<file path="src/rtl/pcpi_pkg.sv">
// Shared types for the two-requester PCPI round-robin arbiter.
package pcpi_pkg;

  localparam int unsigned XLEN_DEFAULT = 32;

  typedef enum logic [1:0] {
    StIdle,
    StIssue,
    StResp
  } pcpi_state_e;

  // Index of a requester port (0 or 1).
  typedef logic [0:0] req_idx_t;

endpackage

</file>
<file path="src/rtl/pcpi_rr_arbiter_if.sv">
// Bundle of the two requester ports, the shared coprocessor port and the error/status signals.
interface pcpi_rr_arbiter_if
  import pcpi_pkg::*;
#(
  parameter int unsigned XLEN = XLEN_DEFAULT
);
  logic            req0_valid;
  logic [XLEN-1:0] req0_insn;
  logic [XLEN-1:0] req0_rs1;
  logic [XLEN-1:0] req0_rs2;
  logic            req0_ready;
  logic            req0_wr;
  logic [XLEN-1:0] req0_rd;
  logic            req0_wait;

  logic            req1_valid;
  logic [XLEN-1:0] req1_insn;
  logic [XLEN-1:0] req1_rs1;
  logic [XLEN-1:0] req1_rs2;
  logic            req1_ready;
  logic            req1_wr;
  logic [XLEN-1:0] req1_rd;
  logic            req1_wait;

  logic            cp_valid;
  logic [XLEN-1:0] cp_insn;
  logic [XLEN-1:0] cp_rs1;
  logic [XLEN-1:0] cp_rs2;
  logic            cp_ready;
  logic            cp_wr;
  logic            cp_wait;
  logic [XLEN-1:0] cp_rd;

  logic            err_clr;
  logic            busy;
  logic            timeout_err;

  // Arbiter side.
  modport master (
    input  req0_valid, req0_insn, req0_rs1, req0_rs2,
    output req0_ready, req0_wr, req0_rd, req0_wait,
    input  req1_valid, req1_insn, req1_rs1, req1_rs2,
    output req1_ready, req1_wr, req1_rd, req1_wait,
    output cp_valid, cp_insn, cp_rs1, cp_rs2,
    input  cp_ready, cp_wr, cp_wait, cp_rd,
    input  err_clr,
    output busy, timeout_err
  );

  // Requester/coprocessor side.
  modport slave (
    output req0_valid, req0_insn, req0_rs1, req0_rs2,
    input  req0_ready, req0_wr, req0_rd, req0_wait,
    output req1_valid, req1_insn, req1_rs1, req1_rs2,
    input  req1_ready, req1_wr, req1_rd, req1_wait,
    input  cp_valid, cp_insn, cp_rs1, cp_rs2,
    output cp_ready, cp_wr, cp_wait, cp_rd,
    output err_clr,
    input  busy, timeout_err
  );

endinterface

</file>
<file path="src/rtl/pcpi_watchdog.sv">
// Cycle counter that flags expiry on the TIMEOUT-th counted cycle; freeze holds the count.
module pcpi_watchdog #(
  parameter int unsigned TIMEOUT = 16
) (
  input  logic clk,
  input  logic rst_n,
  input  logic clr_i,
  input  logic en_i,
  input  logic freeze_i,
  output logic expired_o
);

  localparam logic [7:0] LastCount = 8'(TIMEOUT - 1);

  logic [7:0] cnt_q, cnt_d;
  logic       step;

  assign step      = en_i && !freeze_i;
  assign expired_o = step && (cnt_q == LastCount);

  always_comb begin
    cnt_d = cnt_q;
    if (clr_i) begin
      cnt_d = '0;
    end else if (step) begin
      cnt_d = cnt_q + 8'd1;
    end
  end

  always_ff @(posedge clk) begin
    if (!rst_n) begin
      cnt_q <= '0;
    end else begin
      cnt_q <= cnt_d;
    end
  end

endmodule

</file>
<file path="src/rtl/pcpi_rr_arbiter.sv">
// Round-robin arbiter sharing one PCPI coprocessor between two requesters, one command in
// flight, with a wait-aware watchdog that aborts stalled commands.
module pcpi_rr_arbiter
  import pcpi_pkg::*;
#(
  parameter int unsigned TIMEOUT = 16,
  parameter int unsigned XLEN    = XLEN_DEFAULT
) (
  input logic               clk,
  input logic               rst_n,
  pcpi_rr_arbiter_if.master bus
);

  pcpi_state_e     state_q, state_d;
  req_idx_t        grant_q, grant_d;
  logic            cp_valid_q, cp_valid_d;
  logic [XLEN-1:0] cp_insn_q, cp_insn_d;
  logic [XLEN-1:0] cp_rs1_q, cp_rs1_d;
  logic [XLEN-1:0] cp_rs2_q, cp_rs2_d;
  logic [1:0]      ready_q, ready_d;
  logic [1:0]      wr_q, wr_d;
  logic [XLEN-1:0] rd0_q, rd0_d;
  logic [XLEN-1:0] rd1_q, rd1_d;
  logic            busy_q, busy_d;
  logic            timeout_err_q, timeout_err_d;

  logic wd_clr, wd_en, wd_expired;

  assign wd_en = (state_q == StIssue) && !bus.cp_ready;

  pcpi_watchdog #(
    .TIMEOUT (TIMEOUT)
  ) u_watchdog (
    .clk       (clk),
    .rst_n     (rst_n),
    .clr_i     (wd_clr),
    .en_i      (wd_en),
    .freeze_i  (bus.cp_wait),
    .expired_o (wd_expired)
  );

  always_comb begin
    state_d       = state_q;
    grant_d       = grant_q;
    cp_valid_d    = cp_valid_q;
    cp_insn_d     = cp_insn_q;
    cp_rs1_d      = cp_rs1_q;
    cp_rs2_d      = cp_rs2_q;
    ready_d       = '0;
    wr_d          = '0;
    rd0_d         = '0;
    rd1_d         = '0;
    wd_clr        = 1'b0;
    timeout_err_d = bus.err_clr ? 1'b0 : timeout_err_q;

    unique case (state_q)
      StIdle: begin
        if (bus.req0_valid || bus.req1_valid) begin
          // Alternate only under contention; a lone requester always wins.
          if (bus.req0_valid && bus.req1_valid) begin
            grant_d = ~grant_q;
          end else begin
            grant_d = bus.req1_valid;
          end
          cp_insn_d  = (grant_d == 1'b1) ? bus.req1_insn : bus.req0_insn;
          cp_rs1_d   = (grant_d == 1'b1) ? bus.req1_rs1  : bus.req0_rs1;
          cp_rs2_d   = (grant_d == 1'b1) ? bus.req1_rs2  : bus.req0_rs2;
          cp_valid_d = 1'b1;
          wd_clr     = 1'b1;
          state_d    = StIssue;
        end
      end
      StIssue: begin
        // cp_ready takes priority over a simultaneous watchdog expiry.
        if (bus.cp_ready || wd_expired) begin
          cp_valid_d       = 1'b0;
          state_d          = StResp;
          ready_d[grant_q] = 1'b1;
          wr_d[grant_q]    = bus.cp_ready & bus.cp_wr;
          if (bus.cp_ready) begin
            if (grant_q == 1'b1) begin
              rd1_d = bus.cp_rd;
            end else begin
              rd0_d = bus.cp_rd;
            end
          end else begin
            timeout_err_d = 1'b1;
          end
        end
      end
      StResp: begin
        state_d = StIdle;
      end
      default: begin
        state_d = StIdle;
      end
    endcase

    busy_d = (state_d != StIdle);
  end

  always_ff @(posedge clk) begin
    if (!rst_n) begin
      state_q       <= StIdle;
      grant_q       <= 1'b1;
      cp_valid_q    <= 1'b0;
      cp_insn_q     <= '0;
      cp_rs1_q      <= '0;
      cp_rs2_q      <= '0;
      ready_q       <= '0;
      wr_q          <= '0;
      rd0_q         <= '0;
      rd1_q         <= '0;
      busy_q        <= 1'b0;
      timeout_err_q <= 1'b0;
    end else begin
      state_q       <= state_d;
      grant_q       <= grant_d;
      cp_valid_q    <= cp_valid_d;
      cp_insn_q     <= cp_insn_d;
      cp_rs1_q      <= cp_rs1_d;
      cp_rs2_q      <= cp_rs2_d;
      ready_q       <= ready_d;
      wr_q          <= wr_d;
      rd0_q         <= rd0_d;
      rd1_q         <= rd1_d;
      busy_q        <= busy_d;
      timeout_err_q <= timeout_err_d;
    end
  end

  assign bus.cp_valid    = cp_valid_q;
  assign bus.cp_insn     = cp_insn_q;
  assign bus.cp_rs1      = cp_rs1_q;
  assign bus.cp_rs2      = cp_rs2_q;
  assign bus.req0_ready  = ready_q[0];
  assign bus.req1_ready  = ready_q[1];
  assign bus.req0_wr     = wr_q[0];
  assign bus.req1_wr     = wr_q[1];
  assign bus.req0_rd     = rd0_q;
  assign bus.req1_rd     = rd1_q;
  assign bus.busy        = busy_q;
  assign bus.timeout_err = timeout_err_q;
  assign bus.req0_wait   = (state_q == StIssue) && (grant_q == 1'b0) && bus.cp_wait;
  assign bus.req1_wait   = (state_q == StIssue) && (grant_q == 1'b1) && bus.cp_wait;

endmodule

</file>
<file path="src/flat_wrapper.sv">
// flat-port wrapper written by rule: the top's interface ports become plain ports
module pcpi_rr_arbiter_flat import pcpi_pkg::*;
#(
  parameter int unsigned TIMEOUT = 16,
  parameter int unsigned XLEN    = XLEN_DEFAULT
)
  (clk, rst_n, bus_req0_valid, bus_req0_insn, bus_req0_rs1, bus_req0_rs2, bus_req0_ready, bus_req0_wr, bus_req0_rd, bus_req0_wait, bus_req1_valid, bus_req1_insn, bus_req1_rs1, bus_req1_rs2, bus_req1_ready, bus_req1_wr, bus_req1_rd, bus_req1_wait, bus_cp_valid, bus_cp_insn, bus_cp_rs1, bus_cp_rs2, bus_cp_ready, bus_cp_wr, bus_cp_wait, bus_cp_rd, bus_err_clr, bus_busy, bus_timeout_err);
  pcpi_rr_arbiter_if #(.XLEN(XLEN)) bus_i ();
  input logic clk;
  input logic rst_n;
  input wire logic [$bits(bus_i.req0_valid)-1:0] bus_req0_valid;
  input wire logic [$bits(bus_i.req0_insn)-1:0] bus_req0_insn;
  input wire logic [$bits(bus_i.req0_rs1)-1:0] bus_req0_rs1;
  input wire logic [$bits(bus_i.req0_rs2)-1:0] bus_req0_rs2;
  output wire logic [$bits(bus_i.req0_ready)-1:0] bus_req0_ready;
  output wire logic [$bits(bus_i.req0_wr)-1:0] bus_req0_wr;
  output wire logic [$bits(bus_i.req0_rd)-1:0] bus_req0_rd;
  output wire logic [$bits(bus_i.req0_wait)-1:0] bus_req0_wait;
  input wire logic [$bits(bus_i.req1_valid)-1:0] bus_req1_valid;
  input wire logic [$bits(bus_i.req1_insn)-1:0] bus_req1_insn;
  input wire logic [$bits(bus_i.req1_rs1)-1:0] bus_req1_rs1;
  input wire logic [$bits(bus_i.req1_rs2)-1:0] bus_req1_rs2;
  output wire logic [$bits(bus_i.req1_ready)-1:0] bus_req1_ready;
  output wire logic [$bits(bus_i.req1_wr)-1:0] bus_req1_wr;
  output wire logic [$bits(bus_i.req1_rd)-1:0] bus_req1_rd;
  output wire logic [$bits(bus_i.req1_wait)-1:0] bus_req1_wait;
  output wire logic [$bits(bus_i.cp_valid)-1:0] bus_cp_valid;
  output wire logic [$bits(bus_i.cp_insn)-1:0] bus_cp_insn;
  output wire logic [$bits(bus_i.cp_rs1)-1:0] bus_cp_rs1;
  output wire logic [$bits(bus_i.cp_rs2)-1:0] bus_cp_rs2;
  input wire logic [$bits(bus_i.cp_ready)-1:0] bus_cp_ready;
  input wire logic [$bits(bus_i.cp_wr)-1:0] bus_cp_wr;
  input wire logic [$bits(bus_i.cp_wait)-1:0] bus_cp_wait;
  input wire logic [$bits(bus_i.cp_rd)-1:0] bus_cp_rd;
  input wire logic [$bits(bus_i.err_clr)-1:0] bus_err_clr;
  output wire logic [$bits(bus_i.busy)-1:0] bus_busy;
  output wire logic [$bits(bus_i.timeout_err)-1:0] bus_timeout_err;
  assign bus_i.req0_valid = bus_req0_valid;
  assign bus_i.req0_insn = bus_req0_insn;
  assign bus_i.req0_rs1 = bus_req0_rs1;
  assign bus_i.req0_rs2 = bus_req0_rs2;
  assign bus_req0_ready = bus_i.req0_ready;
  assign bus_req0_wr = bus_i.req0_wr;
  assign bus_req0_rd = bus_i.req0_rd;
  assign bus_req0_wait = bus_i.req0_wait;
  assign bus_i.req1_valid = bus_req1_valid;
  assign bus_i.req1_insn = bus_req1_insn;
  assign bus_i.req1_rs1 = bus_req1_rs1;
  assign bus_i.req1_rs2 = bus_req1_rs2;
  assign bus_req1_ready = bus_i.req1_ready;
  assign bus_req1_wr = bus_i.req1_wr;
  assign bus_req1_rd = bus_i.req1_rd;
  assign bus_req1_wait = bus_i.req1_wait;
  assign bus_cp_valid = bus_i.cp_valid;
  assign bus_cp_insn = bus_i.cp_insn;
  assign bus_cp_rs1 = bus_i.cp_rs1;
  assign bus_cp_rs2 = bus_i.cp_rs2;
  assign bus_i.cp_ready = bus_cp_ready;
  assign bus_i.cp_wr = bus_cp_wr;
  assign bus_i.cp_wait = bus_cp_wait;
  assign bus_i.cp_rd = bus_cp_rd;
  assign bus_i.err_clr = bus_err_clr;
  assign bus_busy = bus_i.busy;
  assign bus_timeout_err = bus_i.timeout_err;
  pcpi_rr_arbiter #(.TIMEOUT(TIMEOUT), .XLEN(XLEN)) u_core (.clk(clk), .rst_n(rst_n), .bus(bus_i));
endmodule
</file>
<file path="config.mk">
export PLATFORM = sky130hd
export DESIGN_NAME = pcpi_rr_arbiter_flat
export DESIGN_NICKNAME = d
export VERILOG_FILES = /design/src/rtl/pcpi_pkg.sv /design/src/rtl/pcpi_rr_arbiter_if.sv /design/src/rtl/pcpi_watchdog.sv /design/src/rtl/pcpi_rr_arbiter.sv /design/src/flat_wrapper.sv
export SDC_FILE = /design/constraint.sdc
export NUM_CORES = 1
export LEC_CHECK = 0
export CAP_MARGIN = 20
export CORE_AREA = 2 2 155 157
export DETAILED_ROUTE_END_ITERATION = 16
export DIE_AREA = 0 0 157 159
export GPL_ROUTABILITY_DRIVEN = 0
export HOLD_SLACK_MARGIN = 0.05
export PLACE_DENSITY = 0.75
export SYNTH_ARGS = -nofsm -noshare
export SYNTH_HDL_FRONTEND = slang
export SYNTH_SLANG_ARGS = --single-unit
</file>
<file path="constraint.sdc">
create_clock -name clk -period 1.6 [get_ports clk]
set_input_delay 0.32 -clock clk [delete_from_list [all_inputs] [get_ports clk]]
set_output_delay 0.32 -clock clk [all_outputs]
set_load 0.005 [all_outputs]
</file>
==> flow_summary.yaml <==
sta:
  max_slew_margin_pct: 76.6
  grt_setup_unrepaired: "true"
  tightest_slew_ps: 350
  clock.fmax_mhz: 627
  fin_skew_ps: 14.6
  fin_ws_ps: 6.02
  hold_violations: 0
  slew_violations: 0
  min_period_over_period_pct: 99.6
  hold_slack_ps: 453
  setup_viol: 0
  timing.final.crit_period_ps: 1590
clock_network:
  clk_pin_slew_ps: 70
  cts_buffer_depth: 2
  cts_buffers: 17
  cts_root_buf: "clkbuf_16"
  cts_hold_buf: 0
  clk_latency_ps: 430
  htree_num_levels: 4
  cts_tree: "yes"
  cts.sinks: 178
critical_path:
  path_buf_inv: 2
  worstPathCellList: "clkdlybuf4s50_1, or4b_4, buf_6, or3_1, a21oi_1"
  crit_family: "simple AND/OR/NAND/NOR gates"
  crit_arrival_ps: 1940
  cp-end-kind: "flip-flop"
  slowest_delay_ps: 550
  crit_required_ps: 1950
  critPathLaunchType: "primary input"
  cp_slowest_cell: "or4b_4"
  crit_type: "in2reg"
  critPathMaxFanout: 8
finish:
  layoutNonFillerInstCount: 1288
  final_cell_mix: "clkdlybuf4s50_1 (252), dfxtp_1 (157), mux2i_1 (96), o2bb2ai_1 (96), dlygate4sd2_1 (96)"
  finish.utilization_pct: 50.0
  num_antenna_cells: 0
  final_common_cell: "clkdlybuf4s50_1"
  area_growth_pct: 83.2
  drive_gt1_share_pct: 10.3
  fin_nets: 1189
floorplanning:
  rows: 56
  core-area_sq_mm: 0.0232
  start_util_pct: 27.3
  io_pins: 401
  dieArea_sq_mm: 0.0250
  dieHeight_um: 159
  die_x_um: 157
synthesis:
  ys_types: 37
  syn_avg_cell_area_sq_um: 11.7
  post-synth-top-area-cell: "dfxtp_1"
  yosysSeqAreaShare_pct: 56.3
  yosys_warnings: 0
  syn_inst: 540
  synth_area_leaders: "dfxtp_1 (56%), mux2i_1 (15%), o2bb2ai_1 (13%)"
  synth_fp_nets: 773
  ys_ff_latch: 178
  syn-cell-area_sq_mm: 0.00633
  yosysTopAreaCellShare_pct: 56.3
power_and_ir_drop:
  vdd_drop_max_mv: 0.695
  p_per_area_mw_per_mm2: 951
  total_power_mw: 11.0
  power.leakage_nw: 5.57
worst_hold_path:
  hold_path_class: "reg2reg"
global_route:
  grt_usage_pct: 16.3
  grt_pass1_vias: 5753
  grt_pass1_wl_mm: 31.7
  overflow: 0
  antenna_found_initial: 0
  grt_max_degree: 57
drt:
  route.detailed.drc: 0
  dr.pass1.iters: 4
  antenna_left: 0
  first_iter_violations: 208
  post_drt_via_cell_ratio: 4.42
  wirelength_mm: 21.0
  dr_total_vias: 5698
  routedWlPerCell_um: 16.3
placement:
  dpl_worst_slack_ps: -455
  dp_cells: 1253
  numPortBuffers: 400
  dp_hpwl_mm: 16.0
run:
  cap_violations: 0
run_status:
  run_status: "finished clean"
## kinds of logic (layout without fill, tap and decap cells)
| group | count (synthesis) | count (layout) | share of synthesized area (%) |
|---|---|---|---|
| buffers and inverters | 42 | 471 | 2.86 |
| AO/OA/AOI/OAI | 119 | 119 | 15.6 |
| flip-flops | 178 | 178 | 56.3 |
| XOR/XNOR | 1 | 1 | 0.138 |
| adder cells (fa/ha/maj) | 1 | 1 | 0.198 |
| multiplexers | 96 | 96 | 15.2 |
| AND/OR/NAND/NOR | 103 | 103 | 9.74 |
## power by group
group / switching (mW) / internal (mW)
registers: 0.158 / 4.75
logic: 0.762 / 1.24
clock network: 2.02 / 2.10
total: 2.94 / 8.10
## cell type report
type                            count  area, sq um
Timing Repair Buffer              435         4370
Inverter                            4         15.0
Multi-Input combinational cell    320         2640
Tap cell                          319          399
Sequential cell                   178         3590
Fill cell                        2140        11600
Clock inverter                     14          163
Clock buffer                       18          429
## state kept, by name, summed over array words and instances, names as in the netlist
signal / flops
u_core.bus.cp_insn: 32
u_core.bus.req1_rd: 32
u_core.u_watchdog.cnt_q: 8
u_core.bus.cp_valid: 1
u_core.wr_q: 2
u_core.grant_q: 1
u_core.bus.cp_rs2: 32
u_core.bus.busy: 1
u_core.state_q: 2
u_core.bus.cp_rs1: 32
u_core.bus.timeout_err: 1
u_core.ready_q: 2
u_core.bus.req0_rd: 32
## routing by layer
layer,wire (um),up-vias,share of wire [%],track usage (%)
met1,8380,2650,40,18.7
met3,1650,29,7.9,5.09
li1,-,2792,-,-
met5,0,-,0,0
met2,10400,227,50,28.2
met4,515,0,2.5,6.01
## metrics by stage
step                TNS, ps  area (sq um)
global route          -76.5         11600
detailed placement   -40640         10900
global placement     -38290         10900
finish                    0         11600
CTS                       0         11500
floorplan                 0          6330
## worst reg2reg max path: cells and delay by family (launching register included)
kind                   cells  cell delay, ps
AO/OA/AOI/OAI              1             130
AND/OR/NAND/NOR            2             800
flip-flops                 1             340
buffers and inverters      2             250
## cells in the mapped netlist (all sizes together)
library cell,count
clkbuf,21
inv,4
and2,64
o21ai,4
nand4,1
a21boi,1
nand3,5
a31o,1
nor4,1
o32ai,1
nor3,4
mux2i,96
a2bb2oi,1
dfxtp,178
nor4b,1
o21ba,1
nand2,7
or4,3
buf,17
xnor2,1
a21oi,9
and3b,1
ha,1
a31oi,1
o31ai,3
or4b,1
o2bb2ai,96
and3,3
nand2b,1
a21o,1
nor2b,1
nor2,7
or3,3
## timing repair
action                                  in CTS  in global routing
pin swaps                                    6                  2
endpoints found under the setup margin     107                 86
resized for setup                          129                 54
buffers inserted                             3                  0
## path summary, 6_finish.rpt
path | slack (ps) | depth (start not counted) | end | from
setup / recovery | 6 | 5 | u_core.u_watchdog.cnt_q[2]$_SDFFE_PP0P_ | bus_cp_wait
hold / removal | 450 | 1 | u_core.bus.cp_rs2[14]$_SDFFE_PN0P_ | u_core.bus.cp_rs2[14]$_SDFFE_PN0P_
setup reg to reg | 6 | 5 | u_core.u_watchdog.cnt_q[2]$_SDFFE_PP0P_ | u_core.state_q[0]$_SDFF_PN0_
hold reg to reg | 450 | 1 | u_core.bus.cp_rs2[14]$_SDFFE_PN0P_ | u_core.bus.cp_rs2[14]$_SDFFE_PN0P_
Power figures use the tool's default switching activity.
